$ cat src/rtl/temp_key_capture.sv
// PS/2 scan-code to two-digit temperature set-point capture.
// Filters break/extended sequences and typematic repeats, stages up to two digits, publishes on Enter.
module temp_key_capture (
  input  logic       CLK,
  input  logic       reset,
  input  logic [7:0] rx_data,
  input  logic       rx_done,
  output logic [7:0] DECENAS,
  output logic [7:0] UNIDADES,
  output logic       commit,
  output logic [1:0] entry_cnt
);

  localparam logic [7:0] K_ZERO  = 8'h45;
  localparam logic [7:0] K_ENTER = 8'h5A;
  localparam logic [7:0] K_BKSP  = 8'h66;
  localparam logic [7:0] K_BRK   = 8'hF0;
  localparam logic [7:0] K_EXT   = 8'hE0;

  typedef enum logic [1:0] {IDLE = 2'd0, ONE = 2'd1, TWO = 2'd2} state_t;

  state_t     state_q, state_d;
  logic       brk_q, brk_d, ext_q, ext_d;
  logic [7:0] held_q, held_d;
  logic [7:0] d1_q, d1_d, d2_q, d2_d;
  logic [7:0] dec_q, dec_d, uni_q, uni_d;
  logic       commit_q, commit_d;
  logic       fsm_vld, is_dig, is_ent, is_bs;

  // Prefix and repeat filter: only a fresh, unprefixed byte reaches the FSM
  always_comb begin
    brk_d   = brk_q;
    ext_d   = ext_q;
    held_d  = held_q;
    fsm_vld = 1'b0;
    if (rx_done) begin
      if (rx_data == K_EXT)       ext_d = 1'b1;
      else if (rx_data == K_BRK)  brk_d = 1'b1;
      else if (brk_q || ext_q) begin
        brk_d = 1'b0;
        ext_d = 1'b0;
        if (brk_q) held_d = 8'h00;
      end else if (rx_data != held_q) begin
        held_d  = rx_data;
        fsm_vld = 1'b1;
      end
    end
  end

  always_comb begin
    is_ent = (rx_data == K_ENTER);
    is_bs  = (rx_data == K_BKSP);
    case (rx_data)
      8'h45, 8'h16, 8'h1E, 8'h26, 8'h25,
      8'h2E, 8'h36, 8'h3D, 8'h3E, 8'h46: is_dig = 1'b1;
      default:                           is_dig = 1'b0;
    endcase
  end

  always_ff @(posedge CLK or posedge reset) begin
    if (reset) begin
      state_q  <= IDLE;
      brk_q    <= 1'b0;
      ext_q    <= 1'b0;
      held_q   <= 8'h00;
      d1_q     <= K_ZERO;
      d2_q     <= K_ZERO;
      dec_q    <= K_ZERO;
      uni_q    <= K_ZERO;
      commit_q <= 1'b0;
    end else begin
      state_q  <= state_d;
      brk_q    <= brk_d;
      ext_q    <= ext_d;
      held_q   <= held_d;
      d1_q     <= d1_d;
      d2_q     <= d2_d;
      dec_q    <= dec_d;
      uni_q    <= uni_d;
      commit_q <= commit_d;
    end
  end

  always_comb begin
    state_d = state_q;
    d1_d    = d1_q;
    d2_d    = d2_q;
    if (fsm_vld) begin
      case (state_q)
        IDLE: if (is_dig) begin
          d1_d    = rx_data;
          state_d = ONE;
        end
        ONE: begin
          if (is_dig) begin
            d2_d    = rx_data;
            state_d = TWO;
          end else if (is_ent || is_bs) begin
            state_d = IDLE;
          end
        end
        TWO:     if (is_ent || is_bs) state_d = IDLE;
        default: state_d = IDLE;
      endcase
    end
  end

  // A lone staged digit publishes as units with a leading zero
  always_comb begin
    dec_d    = dec_q;
    uni_d    = uni_q;
    commit_d = 1'b0;
    if (fsm_vld && is_ent) begin
      case (state_q)
        ONE: begin
          dec_d    = K_ZERO;
          uni_d    = d1_q;
          commit_d = 1'b1;
        end
        TWO: begin
          dec_d    = d1_q;
          uni_d    = d2_q;
          commit_d = 1'b1;
        end
        default: ;
      endcase
    end
  end

  assign DECENAS   = dec_q;
  assign UNIDADES  = uni_q;
  assign commit    = commit_q;
  assign entry_cnt = state_q;

endmodule
$ cat config.mk
export PLATFORM = sky130hd
export DESIGN_NAME = temp_key_capture
export DESIGN_NICKNAME = d
export VERILOG_FILES = /design/src/rtl/temp_key_capture.sv
export SDC_FILE = /design/constraint.sdc
export NUM_CORES = 1
export LEC_CHECK = 0
export ABC_CLOCK_PERIOD_IN_PS = 4000
export BUFFER_PORTS_ARGS = -buffer_cell sky130_fd_sc_hd__buf_2
export CAP_MARGIN = 30
export CORE_MARGIN = 5
export CORE_UTILIZATION = 45
export CTS_BUF_LIST = sky130_fd_sc_hd__clkbuf_8
export DETAILED_ROUTE_END_ITERATION = 8
export SLEW_MARGIN = 5
export SYNTH_ARGS = -nofsm -noshare
export SYNTH_HDL_FRONTEND = slang
export SYNTH_SLANG_ARGS = --single-unit
$ cat constraint.sdc
create_clock -name CLK -period 4 [get_ports CLK]
set_input_delay 0.2 -clock CLK [delete_from_list [all_inputs] [get_ports CLK]]
set_output_delay 0.2 -clock CLK [all_outputs]
set_load 0.01 [all_outputs]
# Word level (Yosys, flattened, before mapping)

Index checks and enable logic that the tools add are counted.
Widths: inputs -> output; s select.

Bitwise logic cells: 2
Equality and inequality tests: 20
Reductions and logical operators: 17
Multiplexer cells: 21

Operators with widths:

| cell               | number |
|---|---|
| $eq 8x6->1 const B | 6 |
| $eq 8x7->1 const B | 4 |
| $pmux 8 s2         | 2 |
| $mux 8             | 3 |
| $eq 8x5->1 const B | 2 |
| $eq 8x8->1 const B | 2 |
| $mux 1             | 12 |
| $reduce_and 3->1   | 4 |
| $reduce_or 10->1   | 1 |
| $ne 8x8->1         | 1 |
| $reduce_bool 2->1  | 4 |
| $mux 2             | 3 |
| $ne 2x2->1 const B | 3 |
| $pmux 2 s3         | 1 |
| $reduce_and 5->1   | 1 |
| $reduce_and 2->1   | 2 |
| $eq 2x1->1 const B | 1 |
| $eq 2x2->1 const B | 1 |
| $logic_not 2->1    | 1 |
| $logic_or 1x1->1   | 2 |
| $not 1->1          | 2 |
| $reduce_or 2->1    | 1 |
| $logic_and 1x1->1  | 1 |

Bits in registers: 45
Input port bits: 11
Logic and storage cells: 69
Output and inout bits: 19

# Longest topological paths before layout

Gate-level depths: netlist of the first run.

Depth in word-level cells: 8
Gate-level depth with buffers: 8
Mapped depth without buffers: 5

# Worst setup path before layout of the first run

Ideal clock, no wire load.

Path type: in2reg
Start point: in rx_data[1]
End point: reg dec_q[0], in the netlist DECENAS[0]
Setup slack: 1950 ps
Cell stages on the path: 8
Arrival: 1966 ps
Data required time: 3915 ps
Setup time: 85 ps
Buffers on the path: 3
Cells stage by stage: buf_2 -> xor2_1 -> nor4_2 -> a2111oi_4 -> and4_1 -> buf_4 -> buf_8 -> mux2_1

Longest elaborated chain between the ends: 8

RTL lines:

| what                                | RTL line | text |
|---|---|---|
| from (decl)                         | 6        | `input logic [7:0] rx_data,` |
| $ne 8x8->1                          | 43       | `end else if (rx_data != held_q) begin` |
| $mux 1                              | 43       |  |
| $mux 1                              | 39       | `else if (brk_q \|\| ext_q) begin` |
| $mux 1                              | 38       | `else if (rx_data == K_BRK) brk_d = 1'b1;` |
| $mux 1                              | 37       | `if (rx_data == K_EXT) ext_d = 1'b1;` |
| $mux 1                              | 36       | `if (rx_done) begin` |
| $logic_and 1x1->1 *                 | 113      | `if (fsm_vld && is_ent) begin` |
| $reduce_and 2->1 (no source line) * | --       |  |
| to (signal assigned)                | 68       | `dec_q <= K_ZERO;` |
| to (signal assigned)                | 78       | `dec_q <= dec_d;` |
| to (decl)                           | 26       | `logic [7:0] dec_q, dec_d, uni_q, uni_d;` |

Every way passes the cells marked *; elsewhere a longest branch is shown, timed or not.
A chain may end at the register's enable or synchronous reset.

# Worst setup path after layout of the first run

Start point: reg held_q[1]
End point: reg uni_q[4], in the netlist UNIDADES[4]

Longest elaborated chain between the ends: 8

RTL lines:

| what                              | RTL line | text |
|---|---|---|
| from (decl)                       | 24       | `logic [7:0] held_q, held_d;` |
| from (signal assigned)            | 75       | `held_q <= held_d;` |
| $ne 8x8->1                        | 43       |  |
| $mux 1                            | 43       |  |
| $mux 1                            | 39       |  |
| $mux 1                            | 38       |  |
| $mux 1                            | 37       |  |
| $mux 1                            | 36       |  |
| $logic_and 1x1->1                 | 113      |  |
| $reduce_and 2->1 (no source line) | --       |  |
| to (signal assigned)              | 79       | `uni_q <= uni_d;` |
| to (decl)                         | 26       |  |

No other way between the ends.

==> results of run 1 <==
cell usage in the layout (no fill, tap or decap), types with 3 or more instances in the layout:
cell and instances:
nand2_1 7, mux2_2 27, o21ai_0 5, ha_1 4
nor4bb_1 4, nand2b_1 5, clkbuf_8 5, a21oi_1 3
buf_2 29, inv_1 18, xor2_1 9, mux2_1 4
mux2i_1 5, a221o_1 4, nor2_1 3, dfrtp_1 33
nor3b_1 6, dfstp_2 12, nand4b_1 4
sequential cells by signal, indices dropped and copies added (netlist names):
| register | flops |
|---|---|
| d1_q | 8 |
| DECENAS | 8 |
| commit | 1 |
| d2_q | 8 |
| brk_q | 1 |
| ext_q | 1 |
| held_q | 8 |
| entry_cnt | 2 |
| UNIDADES | 8 |
per-stage QoR:
| step | hold slack, ps | instance area [µm²] |
|---|---|---|
| CTS | 40.9 | 2570 |
| finish | 27.1 | 2570 |
| global placement | 360 | 2480 |
| detailed placement | 379 | 2480 |
| global route | 111 | 2570 |
| floorplan | 340 | 2310 |
Yosys cell counts, types with 4 or more instances:
cell,instances
nand4b_1,4
dfrtp_1,33
buf_2,5
a221o_1,4
mux2i_1,5
nand2_1,7
xor2_1,9
nor3b_1,6
clkbuf_1,6
mux2_1,4
o21ai_0,5
ha_1,4
nand2b_1,5
dfstp_2,12
mux2_2,27
inv_1,18
nor4bb_1,4
final cells by class:
cell class	count	area, µm²	area share
Sequential cell	45	1140	0.444
Multi-Input combinational cell	114	1020	0.397
Timing Repair Buffer	31	160	0.0623
Tap cell	70	87.6	0.0341
Clock buffer	5	68.8	0.0268
Inverter	18	67.6	0.0263
Clock inverter	3	25.0	0.00973
final timing paths:
kind	from	cells past startpoint	slack, ps	to
max	held_q[1]	5	1350	UNIDADES[4]
min reg2reg	d2_q[7]	1	500	d2_q[7]
min	reset	3	30	DECENAS[1]
max reg2reg	held_q[1]	5	1350	UNIDADES[4]
max in group asynchronous	reset	3	3570	UNIDADES[0]
min in group CLK	rx_data[2]	2	230	held_q[2]
worst max-delay path: cells and delay by family (launching register included):
family                    cells  cell delay [ps]
and+or+nand+nor               2              930
AOI/OAI and AO/OA             1              570
muxes                         1              430
DFF                           1              410
xor gates and xnor gates      1              180
per-layer routing:
layer,vias to the layer above,GRT usage,wire length (µm)
li1,721,-,-
met1,763,0.207,2110
met2,23,0.265,2330
met3,7,0.0384,167
met4,0,0.0498,70
met5,-,0,0
cell families (layout without fill, tap and decap cells):
logic type / Yosys count / in the layout / synth area share
mux: 36 / 36 / 0.173
compound gates: 24 / 24 / 0.0938
flops: 45 / 45 / 0.495
buf+inv: 32 / 57 / 0.0629
simple gates: 41 / 41 / 0.120
fa+ha+maj: 4 / 4 / 0.0217
xor+xnor: 9 / 9 / 0.0342
where the power goes:
| group | internal [W] | switching (W) | total, W | leakage [nW] |
|---|---|---|---|---|
| clock | 0.000127 | 0.000169 | 0.000296 | 0.0452 |
| combinational | 0.000120 | 0.000129 | 0.000249 | 0.618 |
| sequential | 0.000531 | 0.0000482 | 0.000579 | 0.540 |
| total | 0.000779 | 0.000346 | 0.00113 | 1.20 |
==> impl_results.md, run 1 <==
- GRT Resource Usage Total: 0.160
- H-tree levels: 2
- Final ANT Viol Nets: 0
- Final wirelength: 4680 µm
- Drt drc: 0
- Crit end category: register
- Inserted Clock Buffers: 5
- Clock skew: 11.3 ps
- Cell taking the most area after synthesis: dfrtp_1
- Maxcap violations: 0
- PwrDens: 438 nW/µm²
- Die ar.: 6660 µm²
- Fmax achieved: 0.378 GHz
- Setup TNS: 0 ps
- Vias: 1,514
- Max transition margin: 0.403
- CTS tree: done
- Slew Limit Fails: 0
- Kind of critical path: reg2reg
- Critical path peak fanout: 17
- Initial Util: 0.458
- CP required: 4180 ps
- Die Width: 81.6 µm
- Tcrit/Tclk final: 0.662
- Synth top area share: 0.358
- Post-synth EDFFs: 0
- Area of the mapped netlist: 2310 µm²
- Antenna violations before repair: 0
- DR pass1 iterations: 4
- Grt total ovfl: 0
- I/O Buffers: 29
- Pin slew with the least headroom to its limit: 896 ps
- Number of library cell types mapped by synthesis: 38
- Seq/Total Area, Yosys: 0.495
- Hold_buf cts: 0
- Drt via density: 5.29
- Pin count of the biggest net entering global routing: 46
- Postcts setup bufs: 0
- Worst ir drop on vdd: 0.000215 V
- Warnings from Yosys: 0
- Number of global-route vias before repair: 1,602
- Reg clk slew, reported paths: 100 ps
- # resized after CTS: 0
- Pre-CTS WS: 1260 ps
- Final net count: 230
- FFs w/ async S/R, synth: 1.00
- Global-route wire length before repair: 8090 µm
- Count of final hold-check violations: 0
- Setup ws final: 1350 ps
- RSZ-0062 raised after global routing: no
- Mapped Cells: 191
- Final Non-Filler Cells: 286
- Syn avg cell area: 12.1 µm²
- DR iter-0 viols: 51
- Critical Path Slowest Stage Cell: and4_1
- Status: finished, final reports clean
- P&R area growth vs syn: 11.4%
- Hpwl dp: 3280 µm
- Layout cell share with drive strength beyond 1: 0.384
- Worst-case clock buffer depth: 2
- Fill count: 475
- CP Cell Sequence: xor2_1, nor4_2, a2111oi_4, and4_1, mux2_2
- Die height: 81.6 µm
- Type of element launching the critical path: register
- CP max stage delay: 840 ps
- Core ar.: 5040 µm²
- Min cycle time layout: 2650 ps
- Pwr Total: 0.00113 W
- Clk_lat worst skew: 300 ps
- # setup viols final: 0
- Placed cells: 278
- Synth top area cells: dfrtp_1, dfstp_2, mux2_2, xor2_1, inv_1
- GP Congestion: 0.841
- Clock sinks: 45
- Lkg Pwr: 1.20 nW
- Core Util, Final: 0.510
- WP data arrival: 2830 ps
- Synthesized flop and latch total: 45
- Antenna diode count: 0
- Clock root cell: clkbuf_8
- Dominant synthesized flop cell: dfrtp_1
- Syn_nets: 206
- I/O pins: 30
- HP Class: in2async
- WL/cell: 16.4 µm
- # rows: 26
Power figures use the tool's default switching activity.
==> run 2, diff against run 1 <==
Settings changed: ABC_AREA from default to 1, ABC_CLOCK_PERIOD_IN_PS 4000 to 2460.
Clock period 4 ns to 2.46 ns, I/O delays scaled along.
==> impl_results.md, run 2 <==
- Warnings from Yosys: 0 (unchanged)
- Pin count of the biggest net entering global routing: 34 (-26%)
- DR pass1 iterations: 4 (unchanged)
- Area of the mapped netlist: 2650 µm² (+15%)
- Post-synth EDFFs: 0 (unchanged)
- PwrDens: 659 nW/µm² (+51%)
- Drt via density: 4.77 (-9.9%)
- Clock skew: 4.28 ps (-7.00 ps)
- Grt total ovfl: 0 (unchanged)
- Min cycle time layout: 1970 ps (-681 ps)
- # resized after CTS: 0 (unchanged)
- Number of library cell types mapped by synthesis: 29 (-24%)
- CP required: 2640 ps (-1540 ps)
- GP Congestion: 0.828 (-1.5%)
- Antenna diode count: 0 (unchanged)
- # rows: 28 (+7.7%)
- Pin slew with the least headroom to its limit: 784 ps (-112 ps)
- Top-count cell post-synth: nand2_1
- I/O pins: 30 (unchanged)
- WP data arrival: 2150 ps (-680 ps)
- H-tree levels: 2 (unchanged)
- CP max stage delay: 400 ps (-440 ps)
- Post-synthesis adder-cell area fraction: 0.0189 (-0.00283)
- Critical path peak fanout: 33 (+16)
- Post-DP Area: 2810 µm² (+13%)
- Count of final hold-check violations: 0 (unchanged)
- Final wirelength: 5390 µm (+15%)
- Status: finished, final reports clean
- Worst-case clock buffer depth: 2 (unchanged)
- Cell area after layout: 2940 µm² (+14%)
- Antenna violations before repair: 0 (unchanged)
- Placed cells: 434 (+56%)
- Global-route wire length before repair: 9310 µm (+15%)
- Setup ws final: 492 ps (-859 ps)
- Layout cell share with drive strength beyond 1: 0.272 (-0.113)
- Drt drc: 0 (unchanged)
- Slew Limit Fails: 0 (unchanged)
- Reg clk slew, reported paths: 90 ps (about the same)
- Xor and xnor area share after synthesis: 0 (-0.0342)
- Synthesized flop and latch total: 45 (unchanged)
- Setup TNS: 0 ps (unchanged)
- Critical Path Slowest Stage Cell: dfrtp_1
- Synth top area share: 0.311 (-0.0467)
- Final ANT Viol Nets: 0 (unchanged)
- Final Non-Filler Cells: 443 (+55%)
- Kind of critical path: reg2reg
- Syn_nets: 354 (+72%)
- Multiplexer share of the synthesized area: 0.0226 (-0.150)
- Clk_lat worst skew: 300 ps (about the same)
- Dominant synthesized flop cell: dfrtp_1
- WP buf/inv: 1 (+1)
- Number of global-route vias before repair: 2,036 (+27%)
- Inserted Clock Buffers: 5 (unchanged)
- Seq/Total Area, Yosys: 0.430 (-0.0646)
- Min Hold Slack: 121 ps (+93.5 ps)
- Synth Area in Simple Gates: 0.330 (+0.210)
- Die ar.: 7530 µm² (+13%)
- # setup viols final: 0 (unchanged)
- WL/cell: 12.2 µm (-26%)
- Type of element launching the critical path: register
- Clock root cell: clkbuf_8
- GRT Resource Usage Total: 0.155 (-0.00487)
- Most common cell after layout, fill and taps aside: nand2_1
- Worst ir drop on vdd: 0.000261 V (+21%)
- Mapped Cells: 339 (+77%)
- Pre-CTS WS: 489 ps (-769 ps)
- Final net count: 382 (+66%)
- Die height: 86.8 µm (+6.4%)
- Tcrit/Tclk final: 0.800 (+0.138)
- Vias: 2,114 (+40%)
- Maxcap violations: 0 (unchanged)
- Kind of cell adding the most delay to the critical path: simple AND/OR/NAND/NOR gates
- Postcts setup bufs: 0 (unchanged)
- CP Cell Sequence: nor2_1, inv_2, nor2_2, nand2_2, nor2_4, nand2_4, nand2_1, o21ai_2
- P&R area growth vs syn: 10.7%
- Hpwl dp: 4050 µm (+24%)
- Cell taking the most area after synthesis: dfrtp_1
- FFs w/ async S/R, synth: 1.00 (unchanged)
- Syn avg cell area: 7.83 µm² (-35%)
- Synth top cells by count: nand2_1, dfrtp_1, inv_1
- Compound-Gate Fraction of Synth Area: 0.0995 (+0.00566)
- Die Width: 86.8 µm (+6.4%)
- Max transition margin: 0.474 (+0.0714)
- Fmax achieved: 0.508 GHz (+35%)
- Fill count: 593 (+25%)
- Initial Util: 0.456 (-0.00124)
- Hold_buf cts: 1 (+1)
- Lkg Pwr: 1.54 nW (+28%)
- HP Class: in2reg
- CTS tree: done
- Largest family of logic cells by synthesized area: simple AND/OR/NAND/NOR gates
- Core ar.: 5820 µm² (+15%)
- Clock sinks: 45 (unchanged)
- I/O Buffers: 29 (unchanged)
- Synth top area cells: dfrtp_1, nand2_1, dfstp_2, o21ai_2, inv_1
- RSZ-0062 raised after global routing: no
- Crit end category: register
- DR iter-0 viols: 106 (+110%)
- Commonest non-fill, non-tap cells in the layout: nand2_1, dfrtp_1, inv_1, nor2_1, buf_2
==> run 2: cell count changes in the layout (fill, tap and decap cells not counted), moves of 14 or more <==
cell     before  now
mux2_2       27    0
nor2_1        3   32
inv_1        18   32
nand2_1       7  124
nand4_1       1   15
o21ai_2       0   22
==> run 2: metal layers <==
layer  up-vias  global-route usage  part of all wire  wire (µm)
li1       1112                   -                 -          -
met4         0              0.0538             0.017         89
met5         -                   0                 0          0
met1       958               0.193              0.46       2500
met3         9              0.0314             0.043        230
met2        35               0.267              0.48       2570
==> run 2: logic make-up (layout without fill, tap and decap cells) <==
| kind of cell | Yosys count | after routing |
|---|---|---|
| simple gates | 196 | 196 |
| fa+ha+maj | 4 | 4 |
| buf+inv | 53 | 82 |
| compound gates | 35 | 35 |
| flops | 45 | 45 |
| mux | 6 | 6 |
==> run 2: worst min-delay path: cells and delay by family <==
family | cells | cell delay [ps]
simple gates | 2 | 150
buf+inv | 1 | 140
==> run 2: through the flow <==
step / total power [W] / utilization
finish: 0.00193 / 0.505
global route: 0.00207 / 0.505
CTS: 0.00196 / 0.505
detailed placement: 0.00136 / 0.483
global placement: 0.00135 / 0.483
floorplan: 0.00125 / -
==> run 2: final timing paths <==
kind	startpoint	to	slack, ps	cells past startpoint
max reg2reg	ext_q	DECENAS[3]	490	8
min reg2reg	d2_q[2]	d2_q[2]	470	2
min in group asynchronous	reset	UNIDADES[4]	400	3
max	ext_q	DECENAS[3]	490	8
min	rx_data[0]	d1_q[0]	120	3
max in group asynchronous	reset	d1_q[2]	1270	4
==> run 2: power by group <==
group	switching, W	leakage (nW)	internal [W]
combinational	0.000278	0.920	0.000154
sequential	0.0000694	0.567	0.000838
clock	0.000264	0.0574	0.000331
total	0.000612	1.54	0.00132
==> run 2: final cells by class <==
cell class	instances	area, µm²	area share
multi-input cells	241	1250	0.425
flip-flops and latches	45	1140	0.388
repair buffers	33	178	0.0605
inverters	41	156	0.0532
well taps	75	93.8	0.0319
clock buffers	6	82.6	0.0281
clock inverters	2	37.5	0.0128
==> run 3, diff against run 2 <==
Settings changed: ABC_CLOCK_PERIOD_IN_PS 2460 to 1700, PLACE_DENSITY from default to 0.66.
Clock period 2.46 ns to 1.7 ns, I/O delays scaled along.
==> impl_results.md, run 3 (same netlist as run 2, synthesis figures left out) <==
- Status: finished, final reports clean
- Maxcap violations: 0 (unchanged)
- Final net count: 389 (+1.8%)
- Crit path top cell by count: nand2_2
- Setup ws final: 156 ps (-336 ps)
- Pin count of the biggest net entering global routing: 46 (+35%)
- Slew Limit Fails: 0 (unchanged)
- Most common cell after layout, fill and taps aside: nand2_1
- Reg clk slew, reported paths: 90 ps (about the same)
- WL/cell: 11.7 µm (-3.9%)
- I/O Buffers: 29 (unchanged)
- Grt total ovfl: 0 (unchanged)
- RSZ-0062 raised after global routing: no
- Count of final hold-check violations: 0 (unchanged)
- HP Class: in2reg
- Die Width: 86.8 µm (unchanged)
- CP required: 1890 ps (-750 ps)
- Fill count: 589 (-0.67%)
- Tcrit/Tclk final: 0.908 (+0.108)
- Drt drc: 0 (unchanged)
- Setup TNS: 0 ps (unchanged)
- Inserted Clock Buffers: 5 (unchanged)
- CP Cell Sequence: nor2_1, inv_2, nor2_2, nand2_2, nor2_4, nand2_2, nand2_1, o21ai_2
- Final wirelength: 5260 µm (-2.4%)
- Layout cell share with drive strength beyond 1: 0.285 (+0.0136)
- Pwr Total: 0.00294 W (+52%)
- Initial Util: 0.456 (unchanged)
- Pre-CTS WS: 155 ps (-333 ps)
- Clock skew: 5.25 ps (+0.964 ps)
- P&R area growth vs syn: 13.8%
- Die height: 86.8 µm (unchanged)
- # setup viols final: 0 (unchanged)
- DR pass1 iterations: 4 (unchanged)
- # resized after CTS: 0 (unchanged)
- CP max stage delay: 400 ps (about the same)
- Number of global-route vias before repair: 2,004 (-1.6%)
- H-tree levels: 2 (unchanged)
- Max transition margin: 0.629 (+0.155)
- DR iter-0 viols: 115 (+8.5%)
- Kind of critical path: reg2reg
- Antenna diode count: 0 (unchanged)
- Clock root cell: clkbuf_8
- Global-route wire length before repair: 9280 µm (-0.30%)
- Kind of cell adding the most delay to the critical path: simple AND/OR/NAND/NOR gates
- Drt via density: 4.75 (-0.53%)
- Hpwl dp: 3910 µm (-3.4%)
- Die ar.: 7530 µm² (unchanged)
- Commonest non-fill, non-tap cells in the layout: nand2_1, dfrtp_1, inv_1, nor2_1, buf_2
- Type of element launching the critical path: register
- GP Congestion: 0.907 (+9.5%)
- Clk_lat worst skew: 300 ps (about the same)
- PwrDens: 974 nW/µm² (+48%)
- Critical path peak fanout: 13 (-61%)
- Worst ir drop on vdd: 0.000507 V (+94%)
- Clock sinks: 45 (unchanged)
- Worst-case clock buffer depth: 2 (unchanged)
- CTS tree: done
- WP data arrival: 1740 ps (-410 ps)
- Crit end category: register
- Core ar.: 5820 µm² (unchanged)
- Fmax achieved: 0.648 GHz (+27%)
- Critical Path Slowest Stage Cell: dfrtp_1
- GRT Resource Usage Total: 0.155 (about the same)
- Vias: 2,136 (+1.0%)
- WP buf/inv: 1 (unchanged)
- Min cycle time layout: 1540 ps (-424 ps)
- Antenna violations before repair: 0 (unchanged)
- Lkg Pwr: 1.59 nW (+3.3%)
- I/O pins: 30 (unchanged)
- Final ANT Viol Nets: 0 (unchanged)
- # rows: 28 (unchanged)
- Pin slew with the least headroom to its limit: 556 ps (-228 ps)
-- run 3: cell types whose count changed in the layout (fill, tap and decap cells not counted) --
cell        delta
clkinvlp_4     -1
inv_6          +1
buf_12         +1
buf_4          +6
bufinv_16      +1
clkbuf_8       -1
-- run 3: layer usage --
metal	wire length [µm]	track usage	part of all wire
met2	2450	0.243	0.47
met3	222	0.0371	0.042
met5	0	0	0
met1	2480	0.208	0.47
met4	114	0.0581	0.022
-- run 3: layout make-up --
class | count | area [µm²] | area share
clock inverters | 3 | 68.8 | 0.0228
flip-flops and latches | 45 | 1140 | 0.378
inverters | 41 | 156 | 0.0518
well taps | 75 | 93.8 | 0.0311
repair buffers | 40 | 243 | 0.0804
multi-input cells | 241 | 1250 | 0.413
clock buffers | 5 | 68.8 | 0.0228
-- run 3: what timing repair did --
action,4_1_cts,5_1_grt
buffers inserted,0,0
hold endpoints to repair,33,0
hold buffers,1,0
-- run 3: power breakdown --
group	switching (W)	leakage [nW]	internal [W]
Combinational	0.000402	0.959	0.000244
Clock	0.000392	0.0687	0.000592
Sequential	0.0000996	0.567	0.00121
-- run 3: worst register-to-register path, stage by stage, from the launching register on --
cell and delay [ps]:
dfrtp_1 400, nor2_1 180, inv_2 60, nor2_2 110, nand2_2 70, nor2_4 200
nand2_2 230, nand2_1 140, o21ai_2 50
-- run 3: path summary, 6_finish.rpt --
path	startpoint	to	slack, ps	cells past startpoint
min in group asynchronous	reset	UNIDADES[5]	450	4
max reg2reg	ext_q	d2_q[4]	160	8
max in group asynchronous	reset	UNIDADES[0]	860	4
max	ext_q	d2_q[4]	160	8
min	rx_data[0]	d1_q[0]	70	3
min reg2reg	d2_q[2]	d2_q[2]	470	2
-- run 3: metrics by stage --
step | std cells | utilization | cell area, µm² | hold WS [ps]
floorplan | 339 | - | 2650 | 200
global placement | 441 | 0.494 | 2870 | 256
detailed placement | 441 | 0.494 | 2870 | 259
CTS | 450 | 0.519 | 3020 | 61.6
global route | 450 | 0.519 | 3020 | 82.8
finish | 450 | 0.519 | 3020 | 68.9
